## src/rtl/arm_pkg.sv

```systemverilog
// Shared fetch-path types and constants: word widths, PC step, default reset PC
// and the {pc, instr} entry carried through the fetch queue.
package arm_pkg;

  localparam int WORD_W  = 32;
  localparam int INSTR_W = 32;

  localparam logic [WORD_W-1:0] PC_STEP          = 32'd4;
  localparam logic [WORD_W-1:0] DEFAULT_RESET_PC = 32'h0000_0000;

  typedef struct packed {
    logic [WORD_W-1:0]  pc;
    logic [INSTR_W-1:0] instr;
  } fetch_entry_t;

  // Branch targets are forced onto a word boundary before loading the PC.
  function automatic logic [WORD_W-1:0] align_pc(input logic [WORD_W-1:0] addr);
    return addr & ~32'h3;
  endfunction

endpackage

```

## src/rtl/fetch_fifo_mem.sv

```systemverilog
// Entry storage for the fetch queue: one synchronous write port and one
// asynchronous read port; contents are deliberately not reset.
module fetch_fifo_mem
  import arm_pkg::*;
#(
  parameter int DEPTH = 4,
  parameter int AW    = 2
) (
  input  logic         clk,
  input  logic         we,
  input  logic [AW-1:0] waddr,
  input  fetch_entry_t wdata,
  input  logic [AW-1:0] raddr,
  output fetch_entry_t rdata
);

  fetch_entry_t mem_q [DEPTH];

  always_ff @(posedge clk) begin
    if (we) mem_q[waddr] <= wdata;
  end

  assign rdata = mem_q[raddr];

endmodule

```

## src/rtl/fetch_queue.sv

```systemverilog
// Instruction fetch queue: PC register plus a circular buffer of fetched
// {pc, instr} pairs feeding decode, with redirect flush on taken branches.
module fetch_queue
  import arm_pkg::*;
#(
  parameter int                DEPTH    = 4,
  parameter logic [WORD_W-1:0] RESET_PC = DEFAULT_RESET_PC
) (
  input  logic                       clk,
  input  logic                       reset,
  input  logic                       fetch_enable,
  output logic [WORD_W-1:0]          imem_addr,
  input  logic [INSTR_W-1:0]         imem_instr,
  input  logic                       redirect,
  input  logic [WORD_W-1:0]          redirect_target,
  input  logic                       deq_ready,
  output logic                       deq_valid,
  output logic [INSTR_W-1:0]         deq_instr,
  output logic [WORD_W-1:0]          deq_pc,
  output logic [$clog2(DEPTH):0]     count
);

  localparam int PW = $clog2(DEPTH);
  localparam int CW = $clog2(DEPTH) + 1;

  logic [WORD_W-1:0] pc_q;
  logic [PW-1:0]     head_q;
  logic [PW-1:0]     tail_q;
  logic [CW-1:0]     count_q;
  logic              full;
  logic              enq;
  logic              deq;
  fetch_entry_t      wr_entry;
  fetch_entry_t      head_entry;

  assign full      = (count_q == CW'(DEPTH));
  assign deq_valid = (count_q != '0) && !redirect;
  assign deq       = deq_valid && deq_ready;
  // A full queue may still fetch when the head leaves in the same cycle.
  assign enq       = fetch_enable && !redirect && (!full || deq);

  assign wr_entry.pc    = pc_q;
  assign wr_entry.instr = imem_instr;

  always_ff @(posedge clk or negedge reset) begin
    if (!reset) begin
      pc_q    <= RESET_PC;
      head_q  <= '0;
      tail_q  <= '0;
      count_q <= '0;
    end else if (redirect) begin
      pc_q    <= align_pc(redirect_target);
      head_q  <= '0;
      tail_q  <= '0;
      count_q <= '0;
    end else begin
      if (enq) begin
        tail_q <= tail_q + PW'(1);
        pc_q   <= pc_q + PC_STEP;
      end
      if (deq) head_q <= head_q + PW'(1);
      if (enq && !deq)      count_q <= count_q + CW'(1);
      else if (!enq && deq) count_q <= count_q - CW'(1);
    end
  end

  fetch_fifo_mem #(
    .DEPTH (DEPTH),
    .AW    (PW)
  ) u_mem (
    .clk   (clk),
    .we    (enq),
    .waddr (tail_q),
    .wdata (wr_entry),
    .raddr (head_q),
    .rdata (head_entry)
  );

  assign imem_addr = pc_q;
  assign deq_instr = head_entry.instr;
  assign deq_pc    = head_entry.pc;
  assign count     = count_q;

endmodule

```

## config.mk

```make
export PLATFORM = sky130hd
export DESIGN_NAME = fetch_queue
export DESIGN_NICKNAME = d
export VERILOG_FILES = /design/src/rtl/arm_pkg.sv /design/src/rtl/fetch_fifo_mem.sv /design/src/rtl/fetch_queue.sv
export SDC_FILE = /design/constraint.sdc
export NUM_CORES = 1
export LEC_CHECK = 0
export ABC_AREA = 1
export CORE_MARGIN = 2
export CORE_UTILIZATION = 30
export CTS_CLUSTER_DIAMETER = 120
export DETAILED_ROUTE_END_ITERATION = 7
export PLACE_DENSITY_LB_ADDON = 0.08
export RECOVER_POWER = 25
export SYNTH_ARGS = -nofsm -noshare
export SYNTH_HDL_FRONTEND = slang
export SYNTH_SLANG_ARGS = --single-unit
```

## constraint.sdc

```tcl
create_clock -name clk -period 5 [get_ports clk]
set_clock_uncertainty 0.15 [all_clocks]
set_input_delay 1 -clock clk [delete_from_list [all_inputs] [get_ports clk]]
set_output_delay 1 -clock clk [all_outputs]
set_load 0.005 [all_outputs]
```

==> metrics.md <==
| Metric | Value |
|---|---|
| Final estimated routing congestion in global placement | `0.789` |
| Kind of start point of the critical path | `flip-flop` |
| Proportion of synthesized chip area in sequential cells | `a little over two thirds` |
| Clock transition at the register clock pins on the worst setup and hold paths after CTS | `about 0.06 ns` |
| Horizontal die dimension | `203 um` |
| TritonCTS clock tree | `done` |
| Synthesized netlist cell count | `1054` |
| Global router's overall resource usage | `15.5%` |
| Highest achievable clock rate | `0.262 GHz` |
| Peak supply drop | `approximately 0.21 mV` |
| Area share of and/or/nand/nor cells after synthesis | `15.7%` |
| Final count of hold timing violations | `0` |
| Unrepaired setup endpoints after global routing | `no` |
| Routed length on met3 | `1520 um` |
| Sum of routed wire length over all layers | `about 32000 um` |
| Fin. max-slew vios | `0` |
| Remaining antenna violation count | `0` |
| Number of buffers inserted by post-CTS setup repair | `0` |
| Row Count | `73` |
| Main combinational cell family by area after synthesis | `simple AND/OR/NAND/NOR gates` |
| Count of maximum capacitance violations | `0` |
| Average via count per standard cell | `4.64` |
| Total vias in the final route | `8208` |
| Launching point of the worst reg2reg path | `count[0]$_DFFE_PN0P_` |
| Highest Signal Layer | `met5` |
| Reg2reg path depth | `7` |
| Cell chosen for the clock root | `clkbuf_16` |
| Static leakage | `approximately 5.5 nW` |
| Clock sink count | `285` |
| Number of H-tree levels | `2` |
| Port Buffers | `162` |
| Start point of the critical path | `head_q[0]$_DFFE_PN0P_` |
| Largest net degree at the start of global routing | `between 100 and 150` |
| Top fanout value on the critical path | `62` |
| Metal-1 WL | `15000 um` |
| Pwr/cell area | `between 400 and 500 nW/um^2` |
| Post-synthesis instance area | `about 12000 um^2` |
| Total of cells resized after clock tree synthesis | `0` |
| Data required time at the worst endpoint | `around 3.9 ns` |
| Global-route congestion overflow total | `0` |
| Sum of negative setup slack | `0 ns` |
| Area fraction in compound gates after synthesis | `9.10%` |
| Average cell area after synthesis | `11.3 um^2` |
| Share of final-layout standard cells stronger than drive strength 1 | `7.64%` |
| Number of nets in the layout | `around 1300` |
| Max Buffers Root-to-Sink | `3` |
| Class of the most critical hold timing path | `input port to async pin` |
| XOR/XNOR share of the synthesized area | `0.734%` |
| Final setup vio count | `0` |
| WS Path Type | `flip-flop to primary output` |
| Period Utilization, post-route | `76.5%` |
| Adder-cell area share of the yosys netlist | `0.692%` |
| Total core area | `39500 um^2` |
| Result of the run | `completed` |
| Routed length per placed instance | `18.1 um` |
| Total number of yosys warnings | `0` |
| Total met2 wirelength after detailed routing | `~15000 um` |
| Tmin final | `3.82 ns` |
| DRC viols | `0` |
| Tightest Pin Transition | `0.881 ns` |
| Count of hold-fix buffers inserted at cts | `0` |
| Starting density of the core | `30.2%` |
| Count of filler cells inserted in the layout | `3868` |
| Area of all placed cells without fillers | `15400 um^2` |
| Multiplexer area fraction after synthesis | `0%` |
| First-iteration detailed-routing DRC count | `486` |
| Worst endpoint data arrival time | `2.67 ns` |
| Length of the first detailed-routing pass in iterations | `4` |
| Initial antenna violation count | `2` |
| Instance area at placement | `14200 um^2` |
| Number of CTS-inserted buffers | `35` |
| Number of global-route vias before repair | `8183` |
| Number of synthesized register bits | `approximately 290` |
| Relative slew slack | `41.3%` |
| HPWL Detailed | `19100 um` |
| Most common cell after layout, fill and taps aside | `edfxtp_1` |
| Die Span Y | `203 um` |
| Wire length of the first global-routing pass | `49000 um` |
| Clk Latency, worst-skew pair | `0.51 ns` |
| I/O Pins | `169` |
| Total power | `6.97 mW` |
| Highest-count cells in the layout ignoring fill and taps | `edfxtp_1 (248), nand2_1 (208), nor2_1 (168)` |
| Number of unique standard cell types used by synthesis | `28` |
| Growth of design area from synthesis to finish | `28.8%` |
| Worst setup EP type | `primary output` |
| Floorplan die area | `41400 um^2` |
[routing by layer]
metal | global-route usage (%) | vias to the layer above
li1 | - | 4021
met1 | 20.9 | 3955
met2 | 25.5 | 185
met3 | 3.12 | 45
met4 | 4.41 | 2
met5 | 0 | -
[cell usage after synthesis]
master,instances,area share [%]
nand3_2,3,0.25
nor2_2,3,0.16
inv_2,3,0.094
inv_1,42,1.3
dfrtp_1,37,7.8
o21bai_1,2,0.13
ha_1,5,0.52
buf_2,16,0.67
o22ai_1,63,3.3
buf_4,5,0.31
edfxtp_1,248,62
fa_1,1,0.17
nand2_2,4,0.21
nand3_1,41,1.7
conb_1,1,0.031
nand3b_1,13,0.82
buf_6,1,0.094
o21ai_0,130,5.5
o31ai_1,1,0.063
a21oi_1,2,0.084
xnor2_1,6,0.44
o211ai_1,1,0.063
xor2_1,4,0.29
nor2_1,172,5.4
clkbuf_1,34,1.1
nor2_4,3,0.28
nand4_1,5,0.26
nand2_1,208,6.5
[stage by stage]
step | instances | setup slack, ns | hold slack (ns) | util, %
after CTS | 1769 | 1.09 | 0.465 | 38.9
after detailed placement | 1706 | 1.23 | 0.469 | 36.0
after global placement | 1706 | 1.23 | 0.467 | 36.0
after floorplan | 1057 | 0.181 | 0.401 | -
after global routing | 1770 | 0.999 | 0.520 | 38.9
final | 1770 | 1.18 | 0.451 | 38.9
[critical path: stages (launching register included)]
cell and delay (ns):
dfrtp_4 0.50, inv_4 0.36, buf_12 0.33, o21ai_0 0.12, o22ai_1 0.23, clkdlybuf4s50_1 0.55
[power breakdown]
part | total (mW) | switching [mW] | internal (mW)
combinational | 1.55 | 0.821 | 0.730
clock | 2.48 | 0.970 | 1.51
sequential | 2.94 | 0.158 | 2.78
total | 6.97 | 1.95 | 5.02
[kinds of logic (layout without fill, tap and decap cells)]
kind of cell / Yosys count / count (layout)
xor+xnor: 10 / 10
other cells: 1 / 5
compound gates: 199 / 199
simple gates: 452 / 452
buf+inv: 101 / 288
flops: 285 / 285
fa+ha+maj: 6 / 6
[state kept, by name, summed over array words and instances (netlist names)]
register / count
u_mem.mem_q: 248
imem_addr: 30
count: 3
head_q: 2
tail_q: 2
[path summary, 6_finish.rpt]
check                      slack (ns)                   endpoint
max reg2reg                      2.70  imem_addr[11]$_DFFE_PN0N_
max                              1.18                 deq_pc[16]
min                              0.45       count[0]$_DFFE_PN0P_
min reg2reg                      0.47      tail_q[1]$_DFFE_PN0N_
max in group asynchronous        3.60      head_q[0]$_DFFE_PN0P_
min in group clk                 0.47      tail_q[1]$_DFFE_PN0N_
[cell type report]
cell class,count,area (um^2),share of cell area (%)
Clock buffer,40,947,6.17
Timing Repair Buffer,180,1840,12.0
Antenna cell,1,2.50,0.0163
Multi-Input combinational cell,671,3170,20.6
Inverter,45,171,1.12
Tap cell,525,657,4.28
Clock inverter,23,196,1.28
Sequential cell,285,8380,54.5
(Power assumes the default switching activity.)
